## config.mk

```make
export PLATFORM = sky130hd
export DESIGN_NAME = ysyx_22040759_pipe_ctrl_flat
export DESIGN_NICKNAME = d
export VERILOG_FILES = /design/src/rtl/ysyx_22040759_pipe_ctrl_if.sv /design/src/rtl/ysyx_22040759_pipe_ctrl.sv /design/src/flat_wrapper.sv
export SDC_FILE = /design/constraint.sdc
export NUM_CORES = 1
export LEC_CHECK = 0
export ABC_AREA = 1
export BUFFER_PORTS_ARGS = -buffer_cell sky130_fd_sc_hd__buf_4
export CORE_UTILIZATION = 57
export CTS_CLUSTER_SIZE = 28
export DETAILED_ROUTE_END_ITERATION = 12
export PLACE_DENSITY = 0.93
export SYNTH_ARGS = -nofsm -noshare
export SYNTH_HDL_FRONTEND = slang
export SYNTH_SLANG_ARGS = --single-unit
```

## constraint.sdc

```tcl
create_clock -name clk -period 2.27 [get_ports clk]
set_input_delay 0.1135 -clock clk [delete_from_list [all_inputs] [get_ports clk]]
set_output_delay 0.1135 -clock clk [all_outputs]
set_load 0.005 [all_outputs]
```

## src/rtl/ysyx_22040759_pipe_ctrl_if.sv

```systemverilog
// Hazard/event inputs and per-stage control outputs of the pipeline sequencer.
// The core-side logic drives the master modport; the sequencer uses slave.
interface ysyx_22040759_pipe_ctrl_if #(
    parameter int CNT_W = 32
);
    // hazard and bus-wait sources
    logic             ld_use_hzd;
    logic             if_busy;
    logic             mem_busy;
    logic             mdu_start;
    logic             mdu_done;
    logic             redirect;
    logic             trap;

    // per-stage controls and performance counters
    logic             pc_we;
    logic             if_id_we;
    logic             id_ex_we;
    logic             ex_mem_we;
    logic             mem_wb_we;
    logic             if_id_flush;
    logic             id_ex_flush;
    logic             ex_mem_flush;
    logic             mdu_kill;
    logic [CNT_W-1:0] stall_cnt;
    logic [CNT_W-1:0] flush_cnt;

    modport master (
        output ld_use_hzd, if_busy, mem_busy, mdu_start, mdu_done, redirect, trap,
        input  pc_we, if_id_we, id_ex_we, ex_mem_we, mem_wb_we,
        input  if_id_flush, id_ex_flush, ex_mem_flush, mdu_kill,
        input  stall_cnt, flush_cnt
    );

    modport slave (
        input  ld_use_hzd, if_busy, mem_busy, mdu_start, mdu_done, redirect, trap,
        output pc_we, if_id_we, id_ex_we, ex_mem_we, mem_wb_we,
        output if_id_flush, id_ex_flush, ex_mem_flush, mdu_kill,
        output stall_cnt, flush_cnt
    );
endinterface

```

## src/rtl/ysyx_22040759_pipe_ctrl.sv

```systemverilog
// Stall/flush sequencer for the 5-stage core: resolves hazards, bus waits,
// MUL/DIV stalls, redirects and traps into stage enables, with perf counters.
module ysyx_22040759_pipe_ctrl #(
    parameter int CNT_W = 32
) (
    input logic                      clk,
    input logic                      rst,
    ysyx_22040759_pipe_ctrl_if.slave bus
);

    typedef enum logic [1:0] {
        S_RUN        = 2'd0,
        S_MDU_WAIT   = 2'd1,
        S_REDIR_PEND = 2'd2
    } state_e;

    state_e           state_q, state_d;
    logic [CNT_W-1:0] stall_cnt_q, stall_cnt_d;
    logic [CNT_W-1:0] flush_cnt_q, flush_cnt_d;

    logic pc_we, if_id_we, id_ex_we, ex_mem_we, mem_wb_we;
    logic if_id_flush, id_ex_flush, ex_mem_flush, mdu_kill;

    // NOTE: every output gets its default before the priority chain, so no
    // path through the block leaves a signal unassigned (no latches).
    always_comb begin
        state_d      = state_q;
        pc_we        = 1'b1;
        if_id_we     = 1'b1;
        id_ex_we     = 1'b1;
        ex_mem_we    = 1'b1;
        mem_wb_we    = 1'b1;
        if_id_flush  = 1'b0;
        id_ex_flush  = 1'b0;
        ex_mem_flush = 1'b0;
        mdu_kill     = 1'b0;

        if (rst) begin
            pc_we        = 1'b0;
            if_id_we     = 1'b0;
            id_ex_we     = 1'b0;
            ex_mem_we    = 1'b0;
            mem_wb_we    = 1'b0;
            if_id_flush  = 1'b1;
            id_ex_flush  = 1'b1;
            ex_mem_flush = 1'b1;
            state_d      = S_RUN;
        end else if (bus.mem_busy) begin
            // LSU wait freezes the whole pipe; pending events are held by their sources
            pc_we     = 1'b0;
            if_id_we  = 1'b0;
            id_ex_we  = 1'b0;
            ex_mem_we = 1'b0;
            mem_wb_we = 1'b0;
        end else if (bus.trap) begin
            if_id_flush  = 1'b1;
            id_ex_flush  = 1'b1;
            ex_mem_flush = 1'b1;
            mdu_kill     = (state_q == S_MDU_WAIT);
            state_d      = bus.if_busy ? S_REDIR_PEND : S_RUN;
        end else begin
            unique case (state_q)
                S_MDU_WAIT: begin
                    pc_we    = 1'b0;
                    if_id_we = 1'b0;
                    id_ex_we = 1'b0;
                    if (bus.mdu_done) begin
                        state_d = S_RUN;
                    end else begin
                        ex_mem_flush = 1'b1;
                    end
                end
                S_REDIR_PEND: begin
                    if (bus.redirect) begin
                        if_id_flush = 1'b1;
                        id_ex_flush = 1'b1;
                        state_d     = bus.if_busy ? S_REDIR_PEND : S_RUN;
                    end else if (bus.if_busy) begin
                        // the outstanding fetch belongs to the old path: drop it
                        pc_we       = 1'b0;
                        if_id_flush = 1'b1;
                    end else begin
                        state_d = S_RUN;
                    end
                end
                S_RUN: begin
                    if (bus.redirect) begin
                        if_id_flush = 1'b1;
                        id_ex_flush = 1'b1;
                        state_d     = bus.if_busy ? S_REDIR_PEND : S_RUN;
                    end else if (bus.mdu_start) begin
                        pc_we        = 1'b0;
                        if_id_we     = 1'b0;
                        id_ex_we     = 1'b0;
                        ex_mem_flush = 1'b1;
                        state_d      = S_MDU_WAIT;
                    end else if (bus.ld_use_hzd || bus.if_busy) begin
                        pc_we       = 1'b0;
                        if_id_we    = 1'b0;
                        id_ex_flush = 1'b1;
                    end
                end
                default: state_d = S_RUN;
            endcase
        end
    end

    // Saturating performance counters; the reset cycle itself is not counted.
    always_comb begin
        stall_cnt_d = stall_cnt_q;
        flush_cnt_d = flush_cnt_q;
        if (rst) begin
            stall_cnt_d = '0;
            flush_cnt_d = '0;
        end else begin
            if (!pc_we && (stall_cnt_q != '1)) begin
                stall_cnt_d = stall_cnt_q + CNT_W'(1);
            end
            if ((if_id_flush || id_ex_flush || ex_mem_flush) && (flush_cnt_q != '1)) begin
                flush_cnt_d = flush_cnt_q + CNT_W'(1);
            end
        end
    end

    // NOTE: reset is synchronous and already folded into the _d terms above,
    // so the registers are plain non-blocking D flops.
    always_ff @(posedge clk) begin
        state_q     <= state_d;
        stall_cnt_q <= stall_cnt_d;
        flush_cnt_q <= flush_cnt_d;
    end

    assign bus.pc_we        = pc_we;
    assign bus.if_id_we     = if_id_we;
    assign bus.id_ex_we     = id_ex_we;
    assign bus.ex_mem_we    = ex_mem_we;
    assign bus.mem_wb_we    = mem_wb_we;
    assign bus.if_id_flush  = if_id_flush;
    assign bus.id_ex_flush  = id_ex_flush;
    assign bus.ex_mem_flush = ex_mem_flush;
    assign bus.mdu_kill     = mdu_kill;
    assign bus.stall_cnt    = stall_cnt_q;
    assign bus.flush_cnt    = flush_cnt_q;

endmodule

```

## src/flat_wrapper.sv

```systemverilog
// flat-port wrapper written by rule: the top's interface ports become plain ports
module ysyx_22040759_pipe_ctrl_flat 
#(
    parameter int CNT_W = 32
)
  (clk, rst, bus_ld_use_hzd, bus_if_busy, bus_mem_busy, bus_mdu_start, bus_mdu_done, bus_redirect, bus_trap, bus_pc_we, bus_if_id_we, bus_id_ex_we, bus_ex_mem_we, bus_mem_wb_we, bus_if_id_flush, bus_id_ex_flush, bus_ex_mem_flush, bus_mdu_kill, bus_stall_cnt, bus_flush_cnt);
  ysyx_22040759_pipe_ctrl_if #(.CNT_W(CNT_W)) bus_i ();
  input logic clk;
  input logic rst;
  input wire logic [$bits(bus_i.ld_use_hzd)-1:0] bus_ld_use_hzd;
  input wire logic [$bits(bus_i.if_busy)-1:0] bus_if_busy;
  input wire logic [$bits(bus_i.mem_busy)-1:0] bus_mem_busy;
  input wire logic [$bits(bus_i.mdu_start)-1:0] bus_mdu_start;
  input wire logic [$bits(bus_i.mdu_done)-1:0] bus_mdu_done;
  input wire logic [$bits(bus_i.redirect)-1:0] bus_redirect;
  input wire logic [$bits(bus_i.trap)-1:0] bus_trap;
  output wire logic [$bits(bus_i.pc_we)-1:0] bus_pc_we;
  output wire logic [$bits(bus_i.if_id_we)-1:0] bus_if_id_we;
  output wire logic [$bits(bus_i.id_ex_we)-1:0] bus_id_ex_we;
  output wire logic [$bits(bus_i.ex_mem_we)-1:0] bus_ex_mem_we;
  output wire logic [$bits(bus_i.mem_wb_we)-1:0] bus_mem_wb_we;
  output wire logic [$bits(bus_i.if_id_flush)-1:0] bus_if_id_flush;
  output wire logic [$bits(bus_i.id_ex_flush)-1:0] bus_id_ex_flush;
  output wire logic [$bits(bus_i.ex_mem_flush)-1:0] bus_ex_mem_flush;
  output wire logic [$bits(bus_i.mdu_kill)-1:0] bus_mdu_kill;
  output wire logic [$bits(bus_i.stall_cnt)-1:0] bus_stall_cnt;
  output wire logic [$bits(bus_i.flush_cnt)-1:0] bus_flush_cnt;
  assign bus_i.ld_use_hzd = bus_ld_use_hzd;
  assign bus_i.if_busy = bus_if_busy;
  assign bus_i.mem_busy = bus_mem_busy;
  assign bus_i.mdu_start = bus_mdu_start;
  assign bus_i.mdu_done = bus_mdu_done;
  assign bus_i.redirect = bus_redirect;
  assign bus_i.trap = bus_trap;
  assign bus_pc_we = bus_i.pc_we;
  assign bus_if_id_we = bus_i.if_id_we;
  assign bus_id_ex_we = bus_i.id_ex_we;
  assign bus_ex_mem_we = bus_i.ex_mem_we;
  assign bus_mem_wb_we = bus_i.mem_wb_we;
  assign bus_if_id_flush = bus_i.if_id_flush;
  assign bus_id_ex_flush = bus_i.id_ex_flush;
  assign bus_ex_mem_flush = bus_i.ex_mem_flush;
  assign bus_mdu_kill = bus_i.mdu_kill;
  assign bus_stall_cnt = bus_i.stall_cnt;
  assign bus_flush_cnt = bus_i.flush_cnt;
  ysyx_22040759_pipe_ctrl #(.CNT_W(CNT_W)) u_core (.clk(clk), .rst(rst), .bus(bus_i));
endmodule
```

==> run metrics, run 1 <==
outcome finished, final reports clean; DRC violations left 0; max_slew headroom 48.8%; largest net degree at the start of global routing 62; dominant cells by area after synthesis dfxtp_1, nand2_1, nor2_1; Synthesized Nets 755; die width 91.7 µm; Max VDD drop 0.000263 V; n_diodes 0; largest area contributor in the netlist dfxtp_1; Total Routing Usage GR 31.8%; post-synth top area share 28.8%; Seq/Total Area, Yosys 28.8%; M2 GR Usage 55.8%; Startpoint Class register; Clock Tree Buf Depth 2; cell chain of the critical path ha_1, nand2_1, inv_1, nand3_1, nor2_2, nand2_1, nor2_1, nand3_1, nand2_1, nand2_1, nor2_1; final hold viol count 0; synth warn 0; Initial DRT Pass Iterations 6; NetSw 655 µW; setup_tns 0 ns; Sw Share 24.6%; Setup CP Type register to register; share of layout cells above drive strength 1 20.6%; via count 5143; Routed Antenna Nets 0; Post-Syn Area 0.00459 mm²; GR peak layer met2; LEAKAGE 2.16 nW; antenna violations before repair 0; first-pass GRT wire length 21.6 mm; detailed placement HPWL 9.37 mm; drt via density 5.52; Logic pwr share 7.8%; Seq pwr share 44.7%; CTS sink count 66; HP Class primary input to register; met3 Resource Use GR 6.14%; Final Util 70.8%; Buffers on Ports 81; GRT met1 Usage 36.4%; critical path's top delay family simple AND/OR/NAND/NOR gates; Syn Area/Cell 6.16 µm²; Std-Cell Core Area 0.00777 mm²; Synth Register Bits 66; Max Cap Violations 0; # rows 32; clock slew at reported path FFs 0.08 ns; Detailed Route Iter0 Violations 344; crit-path max FO 5; die area 0.00841 mm²; GRT Residual Overflow 0; nets 835; Root Buffer clkbuf_8; crit path DAT 2.35 ns; internal power 2.01 mW; total routed wirelength 12.7 mm; TritonCTS clock tree built; pwr/cell area 484 mW/mm²; Tmin final 2.06 ns; starting density of the core 59.0%; drt wl/cell 13.6 µm; Clk network pwr share 47.6%; Tightest Pin Transition 0.769 ns; period utilization 90.9%; Cells after Synth 744; H-tree lvl count 3; CP max stage delay 0.43 ns; CP Buf/Inv Count 1; setup slack at placement 0.305 ns; Crit path top cell by count nand2_1; WP data required 2.56 ns; slowest CP cell dfxtp_1; unrepaired setup endpoints after global routing no; Clock Skew 0.00649 ns; final slew viol count 0; Placer Congestion 1.00; clock latency on the worst-skew pair 0.35 ns; die outline height 91.7 µm; Area Growth Syn to Fin 20.0%; final setup margin 0.207 ns; # Post-CTS Setup Buffers 0; post-CTS resize count 0; CTS Buf Count 9; synth unique cells 30; Worst Setup End Kind register; setup violators final 0; # IOs 82; Tot Pwr 2.66 mW; vias in the first global route 4846; highest clock rate 485 MHz; hold buffer count at cts 0
==> stage by stage <==
| stage | hold WS, ns | cell area (µm²) | std cells |
|---|---|---|---|
| 2_1_floorplan | 0.294 | 4590 | 744 |
| 5_1_grt | 0.146 | 5500 | 931 |
| 3_5_place_dp | 0.492 | 5250 | 915 |
| 4_1_cts | 0.123 | 5500 | 931 |
| 6_report | 0.130 | 5500 | 931 |
| 3_3_place_gp | 0.452 | 5250 | 915 |
==> Yosys cell counts <==
master,count
nand2_4,2
nor2_4,2
nor3_1,8
nor3_2,1
o21ai_0,6
dfxtp_1,66
buf_6,5
clkinv_1,1
nor2_2,8
nand3b_1,5
inv_2,3
ha_1,2
nand3_1,64
nor4_1,2
a21oi_1,40
xor2_1,21
buf_4,1
nand2_1,259
a21oi_2,20
clkbuf_1,12
nor2_1,106
xnor2_1,12
buf_12,3
nand2_2,23
a21boi_0,1
nand3_2,3
nand4_2,1
nand4_1,11
inv_1,54
buf_2,2
==> sequential cells by signal, summed over array words and instances (netlist names) <==
signal and cells:
u_core.bus.flush_cnt 32, u_core.bus.stall_cnt 32, u_core.state_q 2
==> final cells by class <==
class,count,area (µm²)
multi-input cells,597,2870
inverters,58,218
repair buffers,92,716
flip-flops and latches,66,1320
clock buffers,10,138
fillers,642,2270
well taps,102,128
clock inverters,6,114
==> kinds of logic (layout without fill, tap and decap cells) <==
| logic type | Yosys count | count (layout) | share of synthesized area (%) |
|---|---|---|---|
| simple gates | 495 | 495 | 46.7 |
| buf+inv | 81 | 166 | 8.65 |
| compound gates | 67 | 67 | 9.00 |
| flops | 66 | 66 | 28.8 |
| xor+xnor | 33 | 33 | 6.30 |
| fa+ha+maj | 2 | 2 | 0.546 |
==> layer usage <==
layer,vias to the layer above,share of wire [%]
met5,-,0
met3,42,7.7
met1,2345,40
met2,243,49
met4,0,3.5
li1,2513,-
==> path summary, 6_finish.rpt <==
| kind | cells past startpoint | to | from | slack (ns) |
|---|---|---|---|---|
| setup reg to reg | 11 | u_core.bus.stall_cnt[18] | u_core.bus.stall_cnt[0] | 0.21 |
| hold reg to reg | 2 | u_core.bus.stall_cnt[26] | u_core.bus.stall_cnt[26] | 0.52 |
| setup / recovery | 11 | u_core.bus.stall_cnt[18] | u_core.bus.stall_cnt[0] | 0.21 |
| hold / removal | 4 | u_core.state_q[0] | bus_redirect | 0.13 |
==> placed cells by master, fill, tap and decap left out, types with 6 or more instances in the layout <==
cell type,instances
nand2_1,259
buf_4,90
inv_1,54
o21ai_0,6
nor3_1,8
dfxtp_1,66
nand4_1,11
a21oi_1,40
nand3_1,64
nor2_1,106
xor2_1,21
nor2_2,8
xnor2_1,12
a21oi_2,20
clkbuf_8,10
nand2_2,23
==> tightest hold or removal path, stage by stage <==
cell,delay (ns)
buf_4,0.11
nor2_1,0.06
nand3_1,0.08
a21oi_1,0.06
==> power by group through the flow <==
stage,clock (mW),sequential (mW),combinational [mW]
2_1_floorplan,0,1.21,0.147
3_3_place_gp,0,1.22,0.198
3_5_place_dp,0,1.22,0.206
5_1_grt,1.32,1.19,0.227
6_report,1.27,1.19,0.207
4_1_cts,1.26,1.19,0.207
(Power assumes the default switching activity.)
==> inputs of run 2 (changes only) <==
ABC_AREA = unset   (was 1)
CORE_UTILIZATION = 55   (was 57)
PLACE_DENSITY = 0.92   (was 0.93)
==> run metrics, run 2 <==
leading cell types in the layout, fill and taps excluded buf_4, dfxtp_1, a21oi_1, or4_1, o31ai_1; Clk network pwr share 40.2% (-7.4 points); Final Cell Area 0.00488 mm² (-11%); die outline height 86.0 µm (-6.2%); Placer Congestion 0.923 (-7.7%); hold buffer count at cts 0 (unchanged); Seq pwr share 51.2% (+6.5 points); largest area contributor in the netlist dfxtp_1; post-synth top area share 34.1% (+5.3 points); most frequent cells after synthesis dfxtp_1, a21oi_1, or4_1, o31ai_1, nand3_1; period utilization 95.2% (+4.3 points); clock slew at reported path FFs 0.07 ns (about the same); Post-Syn Area 0.00388 mm² (-15%); Worst Setup End Kind register; Seq/Total Area, Yosys 34.1% (+5.3 points); # rows 30 (-6.3%); final setup margin 0.109 ns (-0.0979 ns); Setup CP Type register to register; Min Hold Slack 0.137 ns (+0.00706 ns); Std-Cell Core Area 0.00679 mm² (-13%); first-pass GRT wire length 18.0 mm (-17%); share of layout cells above drive strength 1 28.3% (+7.6 points); drt wl/cell 17.1 µm (+25%); HP Class primary input to register; critical path's top delay family simple AND/OR/NAND/NOR gates; Crit path top cell by count buf_4; Tightest Pin Transition 0.562 ns (-0.206 ns); nets 560 (-33%); total routed wirelength 11.1 mm (-13%); CTS Buf Count 9 (unchanged); FILL cells 505 (-21%); n_diodes 0 (unchanged); Placed Cells 634 (-31%); starting density of the core 57.1% (-2.0 points); crit-path max FO 18 (+13); setup_tns 0 ns (unchanged); Cells after Synth 462 (-38%); Routed Antenna Nets 0 (unchanged); number of synthesized flops with an enable pin 0 (unchanged); Sw Share 25.4% (+0.81 points); area of the multi-input gates 0.00238 mm² (-17%); DRC violations left 0 (unchanged); synth warn 0 (unchanged); die width 86.0 µm (-6.2%); LEAKAGE 1.77 nW (-18%); final hold viol count 0 (unchanged); detailed placement HPWL 7.42 mm (-21%); asr flop ratio synth 0% (unchanged); top-count cell post-synth dfxtp_1; vias in the first global route 3811 (-21%); drt via density 6.69 (+21%); CTS sink count 66 (unchanged); highest clock rate 463 MHz (-4.5%); setup violators final 0 (unchanged); Detailed Route Iter0 Violations 392 (+14%); Logic pwr share 8.6% (+0.8 points); commonest non-fill, non-tap cell in the layout buf_4; Tmin final 2.16 ns (+0.0979 ns); CP max stage delay 0.51 ns (+0.08 ns); # IOs 82 (unchanged); crit path DAT 2.44 ns (+0.09 ns); Clock Skew 0.00936 ns (+0.00287 ns); dominant cells by area after synthesis dfxtp_1, or4_1, o31ai_1; slowest CP cell or4_1; max_slew headroom 62.4% (+14 points); Final Util 71.8% (+0.94 points); CP Buf/Inv Count 2 (+1); setup slack at placement -0.0621 ns (-0.367 ns); final slew viol count 0 (unchanged); NetSw 587 µW (-10%); Startpoint Class register; cell chain of the critical path nor4_1, nor4_2, buf_4, o21ai_1, buf_4, or4_1, a21oi_1; Buffers on Ports 81 (unchanged); top_reg_cell synth dfxtp_1; Max Cap Violations 0 (unchanged); Synthesized Nets 473 (-37%); Max VDD drop 0.000320 V (+22%); via count 4334 (-16%); Syn Area/Cell 8.39 µm² (+36%); outcome finished, final reports clean; largest net degree at the start of global routing 32 (-48%); H-tree lvl count 3 (unchanged); TritonCTS clock tree built; pwr/cell area 474 mW/mm² (-2.1%); synth unique cells 51 (+70%); GRT Residual Overflow 0 (unchanged); antenna violations before repair 0 (unchanged); Tot Pwr 2.31 mW (-13%); clock latency on the worst-skew pair 0.34 ns (about the same); final cell count without fillers 648 (-30%); Post-Place Cell Area 0.00464 mm² (-12%); WP data required 2.55 ns (about the same); Synth Register Bits 66 (unchanged); Total Routing Usage GR 29.9% (-1.9 points); internal power 1.72 mW (-14%); die area 0.00739 mm² (-12%); Initial DRT Pass Iterations 7 (+1); Clock Tree Buf Depth 2 (unchanged); Storage cell area 0.00133 mm² (+0.28%); Root Buffer clkbuf_8; Area Growth Syn to Fin 25.8%
==> run 2: worst register-to-register path, cell delays in order (launching register included) <==
cell and delay, ns:
dfxtp_2 0.44, nor4_1 0.11, nor4_2 0.39, buf_4 0.20, o21ai_1 0.07, buf_4 0.22, or4_1 0.52, a21oi_1 0.15
==> run 2: worst paths after layout <==
check                           startpoint                  endpoint  slack (ns)  cells after the start
setup / recovery         u_core.state_q[0]  u_core.bus.stall_cnt[22]        0.11                      7
hold / removal                bus_mem_busy         u_core.state_q[0]        0.14                      3
setup reg to reg         u_core.state_q[0]  u_core.bus.stall_cnt[22]        0.11                      7
hold reg to reg   u_core.bus.flush_cnt[27]  u_core.bus.flush_cnt[27]        0.50                      2
==> run 2: power groups by stage <==
stage,clock network [mW],logic [mW],registers (mW)
finish,0.930,0.198,1.18
global route,0.979,0.214,1.19
CTS,0.919,0.193,1.18
detailed placement,0,0.191,1.21
global placement,0,0.183,1.21
floorplan,0,0.118,1.20
==> run 2: final cells by class <==
| type | instances | area share, % |
|---|---|---|
| clock inverter | 2 | 0.257 |
| sequential | 66 | 27.2 |
| timing repair buffer | 109 | 17.0 |
| inverter | 12 | 0.924 |
| tap | 96 | 2.46 |
| clock buffer | 12 | 3.39 |
| multi-input combinational | 351 | 48.8 |
==> run 2: per-layer routing <==
metal / GRT usage, % / vias up / wire, µm
met5: 0 / - / 0
met4: 11.5 / 0 / 207
met3: 3.95 / 23 / 828
met2: 47.3 / 255 / 5290
met1: 41.2 / 2064 / 4740
li1: - / 1992 / -
==> run 2: logic make-up after synthesis <==
group / after synthesis / share of synthesized area (%)
buffers and inverters: 45 / 5.94
adder cells (fa/ha/maj): 2 / 0.645
multiplexers: 11 / 3.87
AND/OR/NAND/NOR: 209 / 34.3
AO/OA/AOI/OAI: 129 / 21.2
flip-flops: 66 / 34.1
==> run 2: what timing repair did <==
item	CTS	global route
setup buffers	0	0
pin swaps	0	2
resized for setup	1	10
setup endpoints to repair	4	37
==> inputs of run 3 (changes only) <==
clock period = 2.4 ns   (was 2.27 ns; I/O delays follow)
==> run metrics, run 3 (synthesis results as in run 2) <==
GRT Residual Overflow 0 (unchanged); Final Cell Area 0.00478 mm² (-1.9%); pwr/cell area 487 mW/mm² (+2.7%); share of layout cells above drive strength 1 25.1% (-3.1 points); LEAKAGE 1.70 nW (-3.7%); max_slew headroom 64.7% (+2.4 points); CTS Buf Count 9 (unchanged); Placer Congestion 0.863 (-6.4%); FILL cells 507 (+0.40%); Routed Antenna Nets 0 (unchanged); die width 86.0 µm (unchanged); worst reg2reg path depth 6 (-1); Post-Place Cell Area 0.00456 mm² (-1.8%); DRC violations left 0 (unchanged); H-tree lvl count 3 (unchanged); starting density of the core 57.1% (unchanged); Area Growth Syn to Fin 23.4%; outcome finished, final reports clean; die outline height 86.0 µm (unchanged); r2r setup slk 0.07 ns (-0.04 ns); Hold Startpoint bus_mem_busy; WP data required 2.62 ns (+0.07 ns); via count 4053 (-6.5%); highest clock rate 429 MHz (-7.3%); final hold viol count 0 (unchanged); leading cell types in the layout, fill and taps excluded buf_4, dfxtp_1, a21oi_1, or4_1, o31ai_1; Max Cap Violations 0 (unchanged); first-pass GRT wire length 16.6 mm (-7.5%); Clock Skew 0.0128 ns (+0.00343 ns); Worst Setup End Kind register; hold-critical path endpoint u_core.state_q[0]; total routed wirelength 9.95 mm (-10%); clock latency on the worst-skew pair 0.34 ns (about the same); nets 547 (-2.3%); drt wl/cell 15.6 µm (-8.5%); period utilization 97.2% (+2.0 points); Startpoint Class register; drt via density 6.36 (-4.9%); Total Routing Usage GR 27.4% (-2.4 points); Buffers on Ports 81 (unchanged); crit-path max FO 27 (+9); CTS sink count 66 (unchanged); # IOs 82 (unchanged); Max VDD drop 0.000345 V (+7.8%); Setup CP Type register to register; # rows 30 (unchanged); vias in the first global route 3571 (-6.3%); TritonCTS clock tree built; Tightest Pin Transition 0.529 ns (-0.0333 ns); Initial DRT Pass Iterations 5 (-2); antenna violations before repair 0 (unchanged); clock slew at reported path FFs 0.07 ns (about the same); Worst R2R End u_core.bus.stall_cnt[6]; final setup margin 0.0679 ns (-0.0407 ns); Tmin final 2.33 ns (+0.171 ns); r2r startpoint u_core.state_q[0]; Root Buffer clkbuf_8; # Post-CTS Setup Buffers 0 (unchanged); setup violators final 0 (unchanged); detailed placement HPWL 6.82 mm (-8.1%); unrepaired setup endpoints after global routing no; Clock Tree Buf Depth 2 (unchanged); HP Class primary input to register; die area 0.00739 mm² (unchanged); hold path cells 3 (unchanged); commonest non-fill, non-tap cell in the layout buf_4; largest net degree at the start of global routing 53 (+66%); n_diodes 0 (unchanged); Detailed Route Iter0 Violations 334 (-15%); crit path DAT 2.56 ns (+0.12 ns); Std-Cell Core Area 0.00679 mm² (unchanged); setup_tns 0 ns (unchanged); setup slack at placement 0.101 ns (+0.163 ns); final slew viol count 0 (unchanged)
-- run 3: changes by cell type in the layout (fill, tap and decap cells not counted), sizes merged --
cell	previous run	this run
buf	109	96
bufinv	0	2
clkbuf	12	11
clkinv	1	2
-- run 3: critical path, stage by stage, from the launching register on --
cell and delay [ns]:
dfxtp_1 0.56, nor4_1 0.13, nor4_2 0.46, nor2_1 0.08
buf_4 0.23, nor4_1 0.38, mux2_1 0.37
-- run 3: cell type report --
class                      count  area, µm²  share of cell area (%)
clock buffer                  11        141                    2.96
clock inverter                 5       77.6                    1.62
multi-input combinational    351       2330                    48.8
tap                           96        120                    2.51
timing repair buffer          96        746                    15.6
inverter                      12       45.0                   0.942
sequential                    66       1320                    27.6
-- run 3: stage by stage --
step	power, mW	cells	util, %	hold slack [ns]
3_5_place_dp	1.31	621	67.1	0.491
5_1_grt	2.40	637	70.4	0.170
4_1_cts	2.34	637	70.3	0.131
3_3_place_gp	1.30	621	67.1	0.476
6_report	2.33	637	70.4	0.146
2_1_floorplan	1.25	462	-	0.305
-- run 3: routing by layer --
metal | vias to the layer above | global-route usage (%) | wire length, µm | part of all wire, %
li1 | 1970 | - | - | -
met1 | 1937 | 38.7 | 4620 | 46
met2 | 134 | 42.4 | 4750 | 48
met3 | 12 | 3.46 | 462 | 4.6
met4 | 0 | 11.2 | 121 | 1.2
met5 | - | 0 | 0 | 0
-- run 3: power by group --
| group | switching [mW] | internal (mW) | leakage (nW) | total (mW) |
|---|---|---|---|---|
| clock network | 0.431 | 0.610 | 0.109 | 1.04 |
| logic | 0.0973 | 0.0690 | 1.06 | 0.166 |
| registers | 0.0182 | 1.10 | 0.533 | 1.12 |
| total | 0.546 | 1.78 | 1.70 | 2.33 |
-- run 3: worst max path at each step --
stage                       startpoint                       end  slack, ns
2_1_floorplan  u_core.bus.flush_cnt[0]   u_core.bus.flush_cnt[6]       0.29
3_3_place_gp         u_core.state_q[0]   u_core.bus.stall_cnt[6]       0.21
3_5_place_dp   u_core.bus.flush_cnt[0]  u_core.bus.flush_cnt[20]       0.10
4_1_cts        u_core.bus.flush_cnt[0]  u_core.bus.flush_cnt[20]       0.07
5_1_grt              u_core.state_q[0]  u_core.bus.stall_cnt[27]       0.01
6_report             u_core.state_q[0]   u_core.bus.stall_cnt[6]       0.07
-- run 3: what timing repair did --
item,in CTS,in global routing
hold buffers,0,0
endpoints found under the setup margin,0,4
gates resized for setup,0,1
